$ cat src/rtl/drain_ctrl_pkg.sv
// Shared constants, state encoding and sizing helper for the result-drain sequencer.
package drain_ctrl_pkg;

    localparam int unsigned SYS_ARRAY_SIZE = 4;

    typedef logic [1:0] drain_state_t;

    localparam drain_state_t StIdle = 2'd0;
    localparam drain_state_t StRun  = 2'd1;
    localparam drain_state_t StDone = 2'd2;

    // Wide enough for the beat counter to reach the last row's beat without wrapping.
    function automatic int unsigned drain_cnt_w(input int unsigned rows,
                                                input int unsigned drain_w);
        return $clog2(2 * rows + 2 * drain_w);
    endfunction

endpackage

$ cat src/rtl/drain_ctrl.sv
// Result-drain sequencer: steps the drain chain, drives the pair select and issues one
// valid/ready row write per completed matrix row, freezing the drain under back-pressure.
module drain_ctrl
    import drain_ctrl_pkg::*;
#(
    parameter int unsigned ROWS    = SYS_ARRAY_SIZE,
    parameter int unsigned DRAIN_W = (SYS_ARRAY_SIZE + 1) / 2,
    parameter int unsigned ADDR_W  = 8
) (
    input  logic              clk_i,
    input  logic              rst_i,
    input  logic              start_i,
    input  logic [ADDR_W-1:0] base_addr_i,
    input  logic              flush_i,
    output logic              drain_en_o,
    output logic              ctrl_o,
    output logic              wr_valid_o,
    input  logic              wr_ready_i,
    output logic [ADDR_W-1:0] wr_addr_o,
    output logic              busy_o,
    output logic              done_o
);

    localparam int unsigned FIRST = 2 * DRAIN_W - 1;
    localparam int unsigned CW    = drain_cnt_w(ROWS, DRAIN_W);

    localparam logic [CW-1:0] FirstC   = CW'(FIRST);
    localparam logic [CW-1:0] RowsC    = CW'(ROWS);
    localparam logic [CW-1:0] LastRowC = CW'(ROWS - 1);

    drain_state_t      state_q, state_d;
    logic [CW-1:0]     beat_q, beat_d;
    logic [CW-1:0]     row_q, row_d;
    logic              phase_q, phase_d;
    logic [ADDR_W-1:0] base_q, base_d;

    logic run, valid, adv, hs;

    always_comb begin
        run   = (state_q == StRun);
        // FIRST is odd, so rows sit on beats of the same parity as FIRST.
        valid = run && (beat_q >= FirstC) && (beat_q[0] == FirstC[0]) && (row_q < RowsC);
        adv   = run && (!valid || wr_ready_i);
        hs    = valid && wr_ready_i;

        drain_en_o = adv;
        ctrl_o     = run & phase_q;
        wr_valid_o = valid;
        wr_addr_o  = run ? base_q + ADDR_W'(row_q) : '0;
        busy_o     = run;
        done_o     = (state_q == StDone);
    end

    always_comb begin
        state_d = state_q;
        beat_d  = beat_q;
        row_d   = row_q;
        phase_d = phase_q;
        base_d  = base_q;

        case (state_q)
            StIdle: begin
                if (start_i) begin
                    state_d = StRun;
                    base_d  = base_addr_i;
                    beat_d  = '0;
                    row_d   = '0;
                    phase_d = 1'b0;
                end
            end
            StRun: begin
                if (adv) begin
                    beat_d  = beat_q + 1'b1;
                    phase_d = ~phase_q;
                end
                if (hs) begin
                    row_d = row_q + 1'b1;
                    if (row_q == LastRowC) begin
                        state_d = StDone;
                    end
                end
            end
            StDone: begin
                state_d = StIdle;
                beat_d  = '0;
                row_d   = '0;
                phase_d = 1'b0;
            end
            default: state_d = StIdle;
        endcase

        if (flush_i) begin
            state_d = StIdle;
            beat_d  = '0;
            row_d   = '0;
            phase_d = 1'b0;
        end
    end

    always_ff @(posedge clk_i or posedge rst_i) begin
        if (rst_i) begin
            state_q <= StIdle;
            beat_q  <= '0;
            row_q   <= '0;
            phase_q <= 1'b0;
            base_q  <= '0;
        end else begin
            state_q <= state_d;
            beat_q  <= beat_d;
            row_q   <= row_d;
            phase_q <= phase_d;
            base_q  <= base_d;
        end
    end

    a_hold_while_stalled: assert property (@(posedge clk_i) disable iff (rst_i)
        (wr_valid_o && !wr_ready_i && !flush_i) |=> (wr_valid_o && $stable(wr_addr_o)));

    a_en_only_in_run: assert property (@(posedge clk_i) disable iff (rst_i)
        drain_en_o |-> (state_q == StRun));

    a_done_single: assert property (@(posedge clk_i) disable iff (rst_i)
        done_o |=> !done_o);

endmodule

$ cat config.mk
export PLATFORM = sky130hd
export DESIGN_NAME = drain_ctrl
export DESIGN_NICKNAME = d
export VERILOG_FILES = /design/src/rtl/drain_ctrl_pkg.sv /design/src/rtl/drain_ctrl.sv
export SDC_FILE = /design/constraint.sdc
export NUM_CORES = 1
export LEC_CHECK = 0
export CAP_MARGIN = 40
export CORE_ASPECT_RATIO = 1.1
export CORE_MARGIN = 3
export CORE_UTILIZATION = 40
export DETAILED_ROUTE_END_ITERATION = 8
export GPL_ROUTABILITY_DRIVEN = 0
export HOLD_SLACK_MARGIN = 0.15
export PLACE_DENSITY = 0.66
export RECOVER_POWER = 50
export SYNTH_ARGS = -nofsm -noshare
export SYNTH_HDL_FRONTEND = slang
export SYNTH_SLANG_ARGS = --single-unit
$ cat constraint.sdc
create_clock -name clk_i -period 1.84 [get_ports clk_i]
set_input_delay 0.368 -clock clk_i [delete_from_list [all_inputs] [get_ports clk_i]]
set_output_delay 0.368 -clock clk_i [all_outputs]
set_load 0.1 [all_outputs]
==> results.yml <==
floorplan:
  die_w_um: 58.6
  row_count: 20
  core_um2: 2830
  dieArea_um2: 3740
  pin_count: 26
  initial_utilization_pct: 43.0
  dieHeight_um: 63.8
timing:
  fmax_ghz: 0.405
  setup_ws_ns: -0.631
  finalMaxSlewViolations: 0
  hold_viol_final: 0
  fin_crit_ns: 2.47
  worst_slew_pin_slew_ns: 1.09
  rsz0062_at_grt: "yes"
  setup_violations: 11
  relSlewSlack_pct: 27.3
  period_share_pct: 134
  fin_skew_ns: 0.00653
yosys:
  avgSynthCellArea_um2: 9.81
  synth_seq_area_share_pct: 39.1
  syn-cell-area_um2: 1220
  synth.area.mux_share_pct: 8.23
  synthFlopType: "dfrtp_1"
  synth_compound_area_share_pct: 16.5
  yosys.cell_types.count: 42
  synth_top_family_by_area: "simple AND/OR/NAND/NOR gates"
  synthCells: 124
  synth_fa_ha_area_share_pct: 7.82
  syn_nets: 144
  synth-seq-cells: 19
  synth-edff-count: 0
  synth_xor_area_share_pct: 1.44
  synth_simple_gate_area_share_pct: 23.0
  synthArstFlopShare_pct: 100
  yosys_warnings: 0
clock_tree:
  root_buffer: "clkbuf_4"
  cts_tree: "built"
  cts_made_buffers: 3
  clk_pin_slew_worst_paths_ns: 0.13
  cts_max_level: 1
  insertion_delay_ns: 0.31
  cts_buffer_depth: 2
  cts.sinks: 19
critical_path:
  r2r_start: "row_q[2]$_DFFE_PP0P_"
  crit_arrival_ns: 2.10
  path_max_fanout: 3
  critPathMostFrequentCell: "a21oi_4"
  worstPathRequired_ns: 1.47
  path_cells: "ha_4 -> fa_2 -> a21o_1 -> a21oi_4 -> o21ai_2 -> a21oi_4 -> buf_12"
  slowest_delay_ns: 0.43
  slowest_stage: "dfrtp_1"
  critPathKind: "reg2out"
  reg2reg_depth: 4
  path_buf_inv: 1
  r2r-end: "row_q[0]$_DFFE_PP0P_"
  crit_family: "compound AO/OA/AOI/OAI gates"
  r2r_setup_slack_ns: -0.02
  start_kind: "flop"
  critPathCaptureType: "output pin"
drt:
  drtAntennaViolNets: 0
  wl_mm: 3.40
  routedWlPerCell_um: 15.2
  drc: 0
  viasPerCell: 5.52
  drt-initial-drc-count: 30
  dr.pass1.iters: 4
  route.vias.total: 1232
final_layout:
  final_core_util_pct: 81.2
  final_common_cell: "buf_4"
  syn_to_final_growth_pct: 88.7
  final_cell_mix: "buf_4, dfrtp_1, buf_12"
  fin_nets: 211
  final_layout_size_suffix_gt1_share_pct: 57.9
  fin_cells: 223
  nFillCells: 168
  diodes: 0
grt:
  antenna_found_initial: 0
  first_global_vias: 1240
  grt_use_total_pct: 18.9
  grt_max_degree: 20
  grt_overflow: 0
  grt_pass1_wl_mm: 5.44
power_and_ir_drop:
  finalPower_uw: 1290
  irDropWorstVdd_uv: 380
  leakage_uw: 0.000958
  power_density_nw_per_um2: 562
placed_design:
  dp_cells: 206
  portBuffers: 25
  dp_hpwl_mm: 2.28
run:
  maxCapViolations: 0
status:
  status: "complete, but fails checks"
  violations: "negative setup slack"
min_path:
  min_path_cells: 1
  holdPathEnd: "base_q[7]$_DFFE_PP0P_"
  holdCritPathClass: "reg2reg"
  hp-start: "base_q[7]$_DFFE_PP0P_"
[layout make-up]
type	count	area [um^2]	share of cell area (%)
clock inverters	1	5.00	0.218
repair buffers	66	732	31.9
inverters	4	41.3	1.80
multi-input cells	97	975	42.5
flip-flops and latches	19	478	20.8
clock buffers	3	22.5	0.981
well taps	33	41.3	1.80
[through the flow]
step	cell area, um^2	setup TNS (ns)	hold WS [ns]	worst slack [ns]
floorplan	1410	-1.80	0.319	-0.474
global placement	2000	-0.925	0.501	-0.247
detailed placement	2000	-1.22	0.523	-0.302
CTS	2140	-4.13	0.368	-0.616
global route	2290	-5.15	0.577	-0.723
finish	2290	-4.24	0.555	-0.631
[layer usage]
metal,GRT usage (%),part of all wire (%),routed length (um)
met5,0,0,0
met4,6.23,1.4,48
met3,2.83,4.0,135
met2,33.1,53,1790
met1,23.2,42,1420
[report_power, final]
group / internal (uW) / switching, uW / total [uW] / leakage, uW
Sequential: 450 / 34.1 / 485 / 0.000242
Combinational: 261 / 312 / 573 / 0.000698
Clock: 81.3 / 150 / 231 / 0.0000177
[cells by family after synthesis]
family                   after synthesis
adder cells (fa/ha/maj)                7
flip-flops                            19
AND/OR/NAND/NOR                       50
buffers and inverters                  8
multiplexers                           9
AO/OA/AOI/OAI                         29
XOR/XNOR                               2
[how the worst max path moves through the flow]
stage / end / slack (ns) / from / cells past startpoint
2_1_floorplan: wr_addr_o[6] / -0.47 / row_q[0]$_DFFE_PP0P_ / 6
5_1_grt: wr_addr_o[6] / -0.72 / row_q[0]$_DFFE_PP0P_ / 7
4_1_cts: wr_addr_o[6] / -0.62 / base_q[0]$_DFFE_PP0P_ / 7
6_report: wr_addr_o[6] / -0.63 / base_q[0]$_DFFE_PP0P_ / 7
3_5_place_dp: wr_addr_o[4] / -0.30 / base_q[0]$_DFFE_PP0P_ / 7
3_3_place_gp: wr_addr_o[4] / -0.25 / base_q[0]$_DFFE_PP0P_ / 7
[synthesized netlist by cell type, types with 2 or more instances]
master,count,area (um^2)
nand3_1,6,30.0
inv_1,3,11.3
a21oi_1,5,25.0
o311ai_0,2,17.5
a211oi_1,3,22.5
nor2_1,10,37.5
clkbuf_1,2,7.51
ha_1,6,75.1
mux2_2,8,90.1
dfrtp_1,19,475
o21ai_0,8,40.0
a31oi_1,2,12.5
nand2_1,9,33.8
or3_1,3,18.8
nor3_1,6,30.0
a21o_1,2,15.0
o41ai_1,2,17.5
and2_1,4,25.0
[registers in the layout (all words and copies together), names as in the netlist]
register and cells:
row_q 4, state_q 2, base_q 8, phase_q 1, beat_q 4
[repair_timing]
item / in CTS / in global routing
endpoints found under the hold margin: 0 / 0
endpoints found under the setup margin: 13 / 17
hold buffers: 0 / 0
setup buffers: 8 / 6
gates resized for setup: 11 / 22
pin swaps: 6 / 5
[worst reg2reg max path, cell delays in order (launching register included)]
cell,delay [ns]
dfrtp_1,0.44
buf_4,0.16
or3b_4,0.42
or4b_4,0.54
o41ai_2,0.22
No activity file was read; power rests on OpenSTA's default activity.
